<file path="src/rtl/mem_access_unit_pkg.sv">
// mem_access_unit_pkg: funct3 load/store encodings and access FSM states shared by the core
package mem_access_unit_pkg;
    localparam logic [2:0] F3_B  = 3'd0;
    localparam logic [2:0] F3_H  = 3'd1;
    localparam logic [2:0] F3_W  = 3'd2;
    localparam logic [2:0] F3_BU = 3'd4;
    localparam logic [2:0] F3_HU = 3'd5;
    typedef enum logic [1:0] {IDLE, READ, WRITE, RESP} mau_state_t;
endpackage

</file>
<file path="src/rtl/mem_lane_align.sv">
// mem_lane_align: little-endian lane extract/extend, sub-word merge and request legality check
module mem_lane_align
    import mem_access_unit_pkg::*;
(
    input  logic [2:0]  funct3,
    input  logic        is_write,
    input  logic [1:0]  addr_lo,
    input  logic [31:0] old_word,
    input  logic [31:0] wdata,
    output logic [31:0] load_value,
    output logic [31:0] merged_word,
    output logic        bad
);
    logic [4:0]  byte_sh;
    logic [4:0]  half_sh;
    logic [7:0]  lane_b;
    logic [15:0] lane_h;
    logic        illegal;
    logic        misaligned;
    assign byte_sh = {addr_lo, 3'b000};
    assign half_sh = {addr_lo[1], 4'b0000};
    assign lane_b = 8'(old_word >> byte_sh);
    assign lane_h = 16'(old_word >> half_sh);
    assign load_value = funct3 == F3_B  ? {{24{lane_b[7]}}, lane_b} :
                        funct3 == F3_BU ? {24'd0, lane_b} :
                        funct3 == F3_H  ? {{16{lane_h[15]}}, lane_h} :
                        funct3 == F3_HU ? {16'd0, lane_h} : old_word;
    assign merged_word = funct3 == F3_B ? (old_word & ~(32'h0000_00ff << byte_sh)) | ({24'd0, wdata[7:0]} << byte_sh) :
                         funct3 == F3_H ? (old_word & ~(32'h0000_ffff << half_sh)) | ({16'd0, wdata[15:0]} << half_sh) :
                         wdata;
    assign illegal = is_write ? funct3 > F3_W : (funct3 == 3'd3 || funct3 > F3_HU);
    assign misaligned = (funct3[1:0] == 2'd1 && addr_lo[0]) || (funct3[1:0] == 2'd2 && addr_lo != 2'd0);
    assign bad = illegal || misaligned;
endmodule

</file>
<file path="src/rtl/mem_access_unit.sv">
// mem_access_unit: load/store initiator for the word-addressed data memory with read-modify-write sub-word stores
module mem_access_unit
    import mem_access_unit_pkg::*;
#(
    parameter int ADDR_W = 32,
    parameter int DATA_W = 32
) (
    input  logic              clock,
    input  logic              reset,
    input  logic              req_valid,
    output logic              req_ready,
    input  logic              req_write,
    input  logic [2:0]        req_funct3,
    input  logic [ADDR_W-1:0] req_addr,
    input  logic [DATA_W-1:0] req_wdata,
    output logic              resp_valid,
    output logic [DATA_W-1:0] resp_rdata,
    output logic              resp_error,
    output logic              mem_write_enable,
    output logic [ADDR_W-1:0] mem_address,
    output logic [DATA_W-1:0] mem_write_data,
    input  logic [DATA_W-1:0] mem_read_data
);
    mau_state_t        state;
    mau_state_t        state_next;
    logic [ADDR_W-1:0] addr_q;
    logic [DATA_W-1:0] wdata_q;
    logic [DATA_W-1:0] old_q;
    logic [DATA_W-1:0] load_value;
    logic [DATA_W-1:0] merged_word;
    logic [2:0]        funct3_q;
    logic              write_q;
    logic              bad;
    logic              in_idle;
    assign in_idle = state == IDLE;
    assign req_ready = in_idle;
    assign resp_valid = state == RESP;
    assign mem_write_enable = state == WRITE;
    assign mem_address = (state == READ || state == WRITE) ? {addr_q[ADDR_W-1:2], 2'b00} : '0;
    assign mem_write_data = state == WRITE ? merged_word : '0;
    // In IDLE the lane logic judges the incoming request; afterwards it works on the captured one.
    mem_lane_align u_align (
        .funct3      (in_idle ? req_funct3 : funct3_q),
        .is_write    (in_idle ? req_write : write_q),
        .addr_lo     (in_idle ? req_addr[1:0] : addr_q[1:0]),
        .old_word    (state == READ ? mem_read_data : old_q),
        .wdata       (wdata_q),
        .load_value  (load_value),
        .merged_word (merged_word),
        .bad         (bad)
    );
    always_comb begin
        state_next = state;
        case (state)
            IDLE:    if (req_valid) state_next = bad ? RESP : (req_write && req_funct3 == F3_W) ? WRITE : READ;
            READ:    state_next = write_q ? WRITE : RESP;
            WRITE:   state_next = RESP;
            default: state_next = IDLE;
        endcase
    end
    always_ff @(posedge clock or posedge reset) begin
        if (reset) begin
            state      <= IDLE;
            addr_q     <= '0;
            wdata_q    <= '0;
            old_q      <= '0;
            funct3_q   <= '0;
            write_q    <= 1'b0;
            resp_rdata <= '0;
            resp_error <= 1'b0;
        end else begin
            state <= state_next;
            if (in_idle && req_valid) begin
                addr_q   <= req_addr;
                wdata_q  <= req_wdata;
                funct3_q <= req_funct3;
                write_q  <= req_write;
            end
            if (state == READ) old_q <= mem_read_data;
            if (state_next == RESP && state != RESP) begin
                resp_error <= in_idle;
                resp_rdata <= (state == READ && !write_q) ? load_value : '0;
            end
        end
    end
endmodule

</file>
<file path="config.mk">
export PLATFORM = sky130hd
export DESIGN_NAME = mem_access_unit
export DESIGN_NICKNAME = d
export VERILOG_FILES = /design/src/rtl/mem_access_unit_pkg.sv /design/src/rtl/mem_lane_align.sv /design/src/rtl/mem_access_unit.sv
export SDC_FILE = /design/constraint.sdc
export NUM_CORES = 1
export LEC_CHECK = 0
export CAP_MARGIN = 20
export CORE_MARGIN = 10
export CORE_UTILIZATION = 46
export CTS_BUF_LIST = sky130_fd_sc_hd__clkbuf_8
export DETAILED_ROUTE_END_ITERATION = 10
export PLACE_DENSITY_LB_ADDON = 0.25
export SYNTH_ARGS = -nofsm -noshare
export SYNTH_HDL_FRONTEND = slang
export SYNTH_SLANG_ARGS = --single-unit
</file>
<file path="constraint.sdc">
create_clock -name clock -period 4.9 [get_ports clock]
set_clock_uncertainty 0.2 [all_clocks]
set_input_delay 0.98 -clock clock [delete_from_list [all_inputs] [get_ports clock]]
set_output_delay 0.98 -clock clock [all_outputs]
set_load 0.01 [all_outputs]
</file>
# Word-level counts from Yosys, hierarchy flattened
# Cells that the tools add are included.
# W data, S select, Z words.
# classes
eq_ne	12
bitwise_logic	6
order_cmp	2
shifts	6
n_reduce_logical	14
muxes	19
# ops
operator	count
$mux W32	10
$and A32 B32 Y32	2
$not A32 Y32	2
$or A32 B32 Y32	2
$shl A16 B5 Y32	1
$shl A16 B5 Y32 const A	1
$shl A8 B5 Y32	1
$shl A8 B5 Y32 const A	1
$shr A32 B5 Y16	1
$shr A32 B5 Y8	1
$eq A2 B2 Y1 const B	4
$mux W2	4
$eq A3 B2 Y1 const B	2
$eq A3 B3 Y1 const B	2
$logic_and A1 B1 Y1	6
$pmux W2 S3	1
$eq A2 B1 Y1 const B	2
$logic_or A1 B1 Y1	4
$eq A3 B1 Y1 const B	1
$gt A3 B2 Y1 const B	1
$gt A3 B3 Y1 const B	1
$logic_not A3 Y1	1
$mux W1	3
$mux W3	1
4 further kinds	4
# word_totals
wordCells	67
out_inout_bits	100
inputBits	103
ff_bits	135

# Longest topological paths before layout
# logic_depth
word_depth	11
mapped_depth	12
mapped_depth_nobuf	9

# Cells and area by module
# A second synthesis with hierarchy kept.
# hier_totals
cells_unflattened	666
area_unflattened_um2	7201.9
# modules_own_cells
mod	seq_area_each_um2	cells_per_inst	area_each_um2	instances
mem_access_unit	3378.2	448	5856.9	1
mem_lane_align	0.0	218	1345.0	1

# Worst setup path before layout
# No wires, ideal clock.
# synth_timing
kind	in2out
startpoint	input req_funct3[1]
endpoint	output mem_write_data[4]
cell_stages	8
path_buffers	3
t_required_ps	3720
slack_ps	1181
arrival_ps	2539
cell_sequence	clkbuf_1 > or4b_1 > and2_1 > buf_6 > o21ai_4 > buf_6 > nand2_1 > o211a_1
# synth_via
elab_chain_len	5
elab_cells_between_ends	6
classes_between	eq/ne (1); mux (4); reduce/logical (1)
# synth_lines
element	line_no	source
start: declaration	mem_access_unit.sv:13	input logic [2:0] req_funct3,
$mux W3 (*)	mem_access_unit.sv:43	.funct3 (in_idle ? req_funct3 : funct3_q),
$eq A3 B1 Y1	mem_lane_align.sv:29	funct3 == F3_H ? (old_word & ~(32'h0000_ffff << half_sh)) | ({16'd0, wdata[15:0]} << half_sh) :
$mux W32	mem_lane_align.sv:29	
$mux W32 (*)	mem_lane_align.sv:28	assign merged_word = funct3 == F3_B ? (old_word & ~(32'h0000_00ff << byte_sh)) | ({24'd0, wdata[7:0]} << byte_ ...
$mux W32 (*)	mem_access_unit.sv:40	assign mem_write_data = state == WRITE ? merged_word : '0;
end: declaration	mem_access_unit.sv:21	output logic [DATA_W-1:0] mem_write_data,
# Mark *: on every way between the ends. The rest lies on a longest branch, timed or not.

# Worst setup path in the final report
# layout_timing
startpoint	input req_funct3[2]
endpoint	output mem_write_data[8]
# Same word-level chain as after synthesis.

==> results.yml <==
clocking:
  clock-root-buffer: "clkbuf_8"
  clk-insertion-delay-late_ns: 0.44
  clk_pin_slew_ns: 0.07
  max-clock-path-buffers: 2
  ctsHoldBuffers: 0
  cts_setup_buffers: 0
  post_cts_resized: 0
  ctsHtreeMaxLevel: 4
  cts_buffers: 17
  tritoncts: "built"
  clock_sinks: 135
grt:
  antenna_found_initial: 1
  grt_max_degree: 83
  grt_pass1_wl_um: 36900
  grt_overflow: 0
  grt_pass1_vias: 6508
  grt_use_total_pct: 21.2
floorplanning:
  die_w_um: 149
  ios: 203
  initial_core_util_pct: 46.6
  die_h_um: 149
  num_rows: 47
  core-area_um2: 16400
  die_area_um2: 22200
run_status:
  status: "complete, no violations"
setup_path:
  cp_max_fo: 10
  crit_start: "req_funct3[2]"
  critPathSlowestCell: "clkdlybuf4s50_1"
  critPathKind: "input pin to primary output"
  crit_end: "mem_write_data[8]"
  critPathMaxStageDelay_ns: 0.61
  crit_path_frequent_cell: "clkdlybuf4s50_1"
  critPathArrivalTime_ns: 3.52
  crit_required_ns: 3.72
  worstReg2RegEnd: "resp_rdata[29]"
  crit_path_end_kind: "primary output"
  setup.worst_path.start_class: "input pin"
  r2r_cells: 8
  rrSetupSlack_ns: 1.38
  r2r_start: "state[1]"
  path_cells: "clkdlybuf4s50_1, or4b_1, nand2_2, buf_4, o211ai_1, a21boi_0, clkdlybuf4s50_1"
place:
  dp_hpwl_um: 17900
  dp_cells: 1128
  place_congestion: 0.890
  post_dp_cell_area_um2: 9910
  io_buffer_count: 200
routing:
  ant_nets: 0
  drt_wl_total_um: 23800
  drc: 0
  first_pass_iters: 4
  wl_per_cell_um: 20.5
  viasPerCell: 5.47
  first_iter_violations: 402
  via_count: 6354
sta:
  holdWs_ns: 0.295
  worst_slew_pin_slew_ns: 1.02
  min_period_over_period_pct: 96.0
  finalSetupTns_ns: 0
  finalHoldViolCount: 0
  slew_headroom_pct: 32.2
  fmax_mhz: 213
  finalCriticalPeriod_ns: 4.70
  rsz0062_at_grt: "no"
  slew_viol_final: 0
  setup-violations-final: 0
synthesis:
  yosys_warnings: 0
  syn_inst: 732
  synthDistinctLibCells: 57
  syn_avg_cell_area_um2: 10.4
  synthFlopType: "dfrtp_1"
  synth_area_um2: 7640
  synth_edf_count: 0
  yosys_register_bits: 135
  async_flop_share_pct: 100
  synth-seq-area-share_pct: 44.2
layout:
  drive_above_1_share_pct: 20.5
  finalInstanceArea_um2: 10300
  final_common_cell: "clkdlybuf4s50_1"
  diodes: 0
  layout.cells.non_filler: 1161
  final_cell_mix: "200 x clkdlybuf4s50_1, 135 x dfrtp_1, 96 x mux2_2"
  area_delta_synth_final_pct: 35.3
  nets: 1035
pwr:
  max-vdd-ir-drop_mv: 0.342
  powerDensity_nw_per_um2: 764
  p_leak_uw: 0.00442
worst_hold_path:
  min-delay-path-class: "flip-flop to flip-flop"
job:
  max_cap_viol_count: 0
-- cell type report --
class	instances	area [um^2]
clock buffers	21	289
clock inverters	11	121
fillers	1304	6060
inverters	31	119
multi-input cells	510	3870
flip-flops and latches	135	3380
well taps	220	275
repair buffers	233	2290
-- per-stage QoR --
stage	util, %	power (uW)	setup WS [ns]
floorplan	-	5000	0.109
global placement	60.4	6890	0.274
detailed placement	60.4	6950	0.244
CTS	62.9	7940	0.241
global route	63.0	8430	0.0370
finish	63.0	7900	0.195
-- layer usage --
metal  GRT usage (%)  wire, um  share of wire (%)
met1            25.5      9570                 40
met2            33.7     11100                 47
met3            7.28      2330                9.8
met4            9.22       770                3.2
met5               0         0                  0
-- power by group --
part	internal (uW)	switching, uW
clock	505	455
sequential	1680	364
combinational	2340	2560
-- cells in the mapped netlist (all sizes together), types with 2 or more instances --
cell | number | share of area, %
o211ai | 28 | 2.8
a21oi | 52 | 3.5
nor3b | 2 | 0.26
and2 | 37 | 3.0
a21boi | 2 | 0.20
o21a | 19 | 1.9
or2 | 2 | 0.16
o211a | 7 | 0.92
ha | 4 | 0.65
o21ai | 23 | 2.3
mux2 | 107 | 16
nor3 | 8 | 0.52
dfrtp | 135 | 44
a211oi | 38 | 3.7
nor2 | 50 | 2.5
inv | 31 | 1.5
nand2b | 5 | 0.51
mux2i | 47 | 6.4
nand2 | 58 | 2.9
nor2b | 2 | 0.16
buf | 30 | 2.7
clkbuf | 27 | 1.3
-- flip-flops by register name (all words and copies together), names as in the netlist --
signal	flops
addr_q	32
old_q	32
resp_rdata	32
wdata_q	32
funct3_q	3
state	2
resp_error	1
write_q	1
-- worst max-delay path, delay by kind of cell --
| family | cells | cell delay, ns |
|---|---|---|
| AND/OR/NAND/NOR | 2 | 0.78 |
| AO/OA/AOI/OAI | 2 | 0.43 |
| buffers and inverters | 3 | 1.34 |
-- cell families (layout without fill, tap and decap cells) --
kind of cell	count (synthesis)	after routing	share of synthesized area, %
mux	155	155	22.4
buf+inv	88	296	5.58
fa+ha+maj	4	4	0.655
compound gates	177	177	16.1
simple gates	172	172	11.0
flops	135	135	44.2
other cells	1	2	0.0491
-- worst min-delay path by stage --
stage	start	end	depth (start not counted)
floorplan	addr_q[10]	addr_q[10]	1
global placement	resp_rdata[5]	resp_rdata[5]	1
detailed placement	resp_rdata[5]	resp_rdata[5]	1
CTS	addr_q[3]	addr_q[3]	1
global route	addr_q[24]	addr_q[24]	1
finish	resp_rdata[27]	resp_rdata[27]	1
Note: power is estimated with default switching activity, not from simulation.
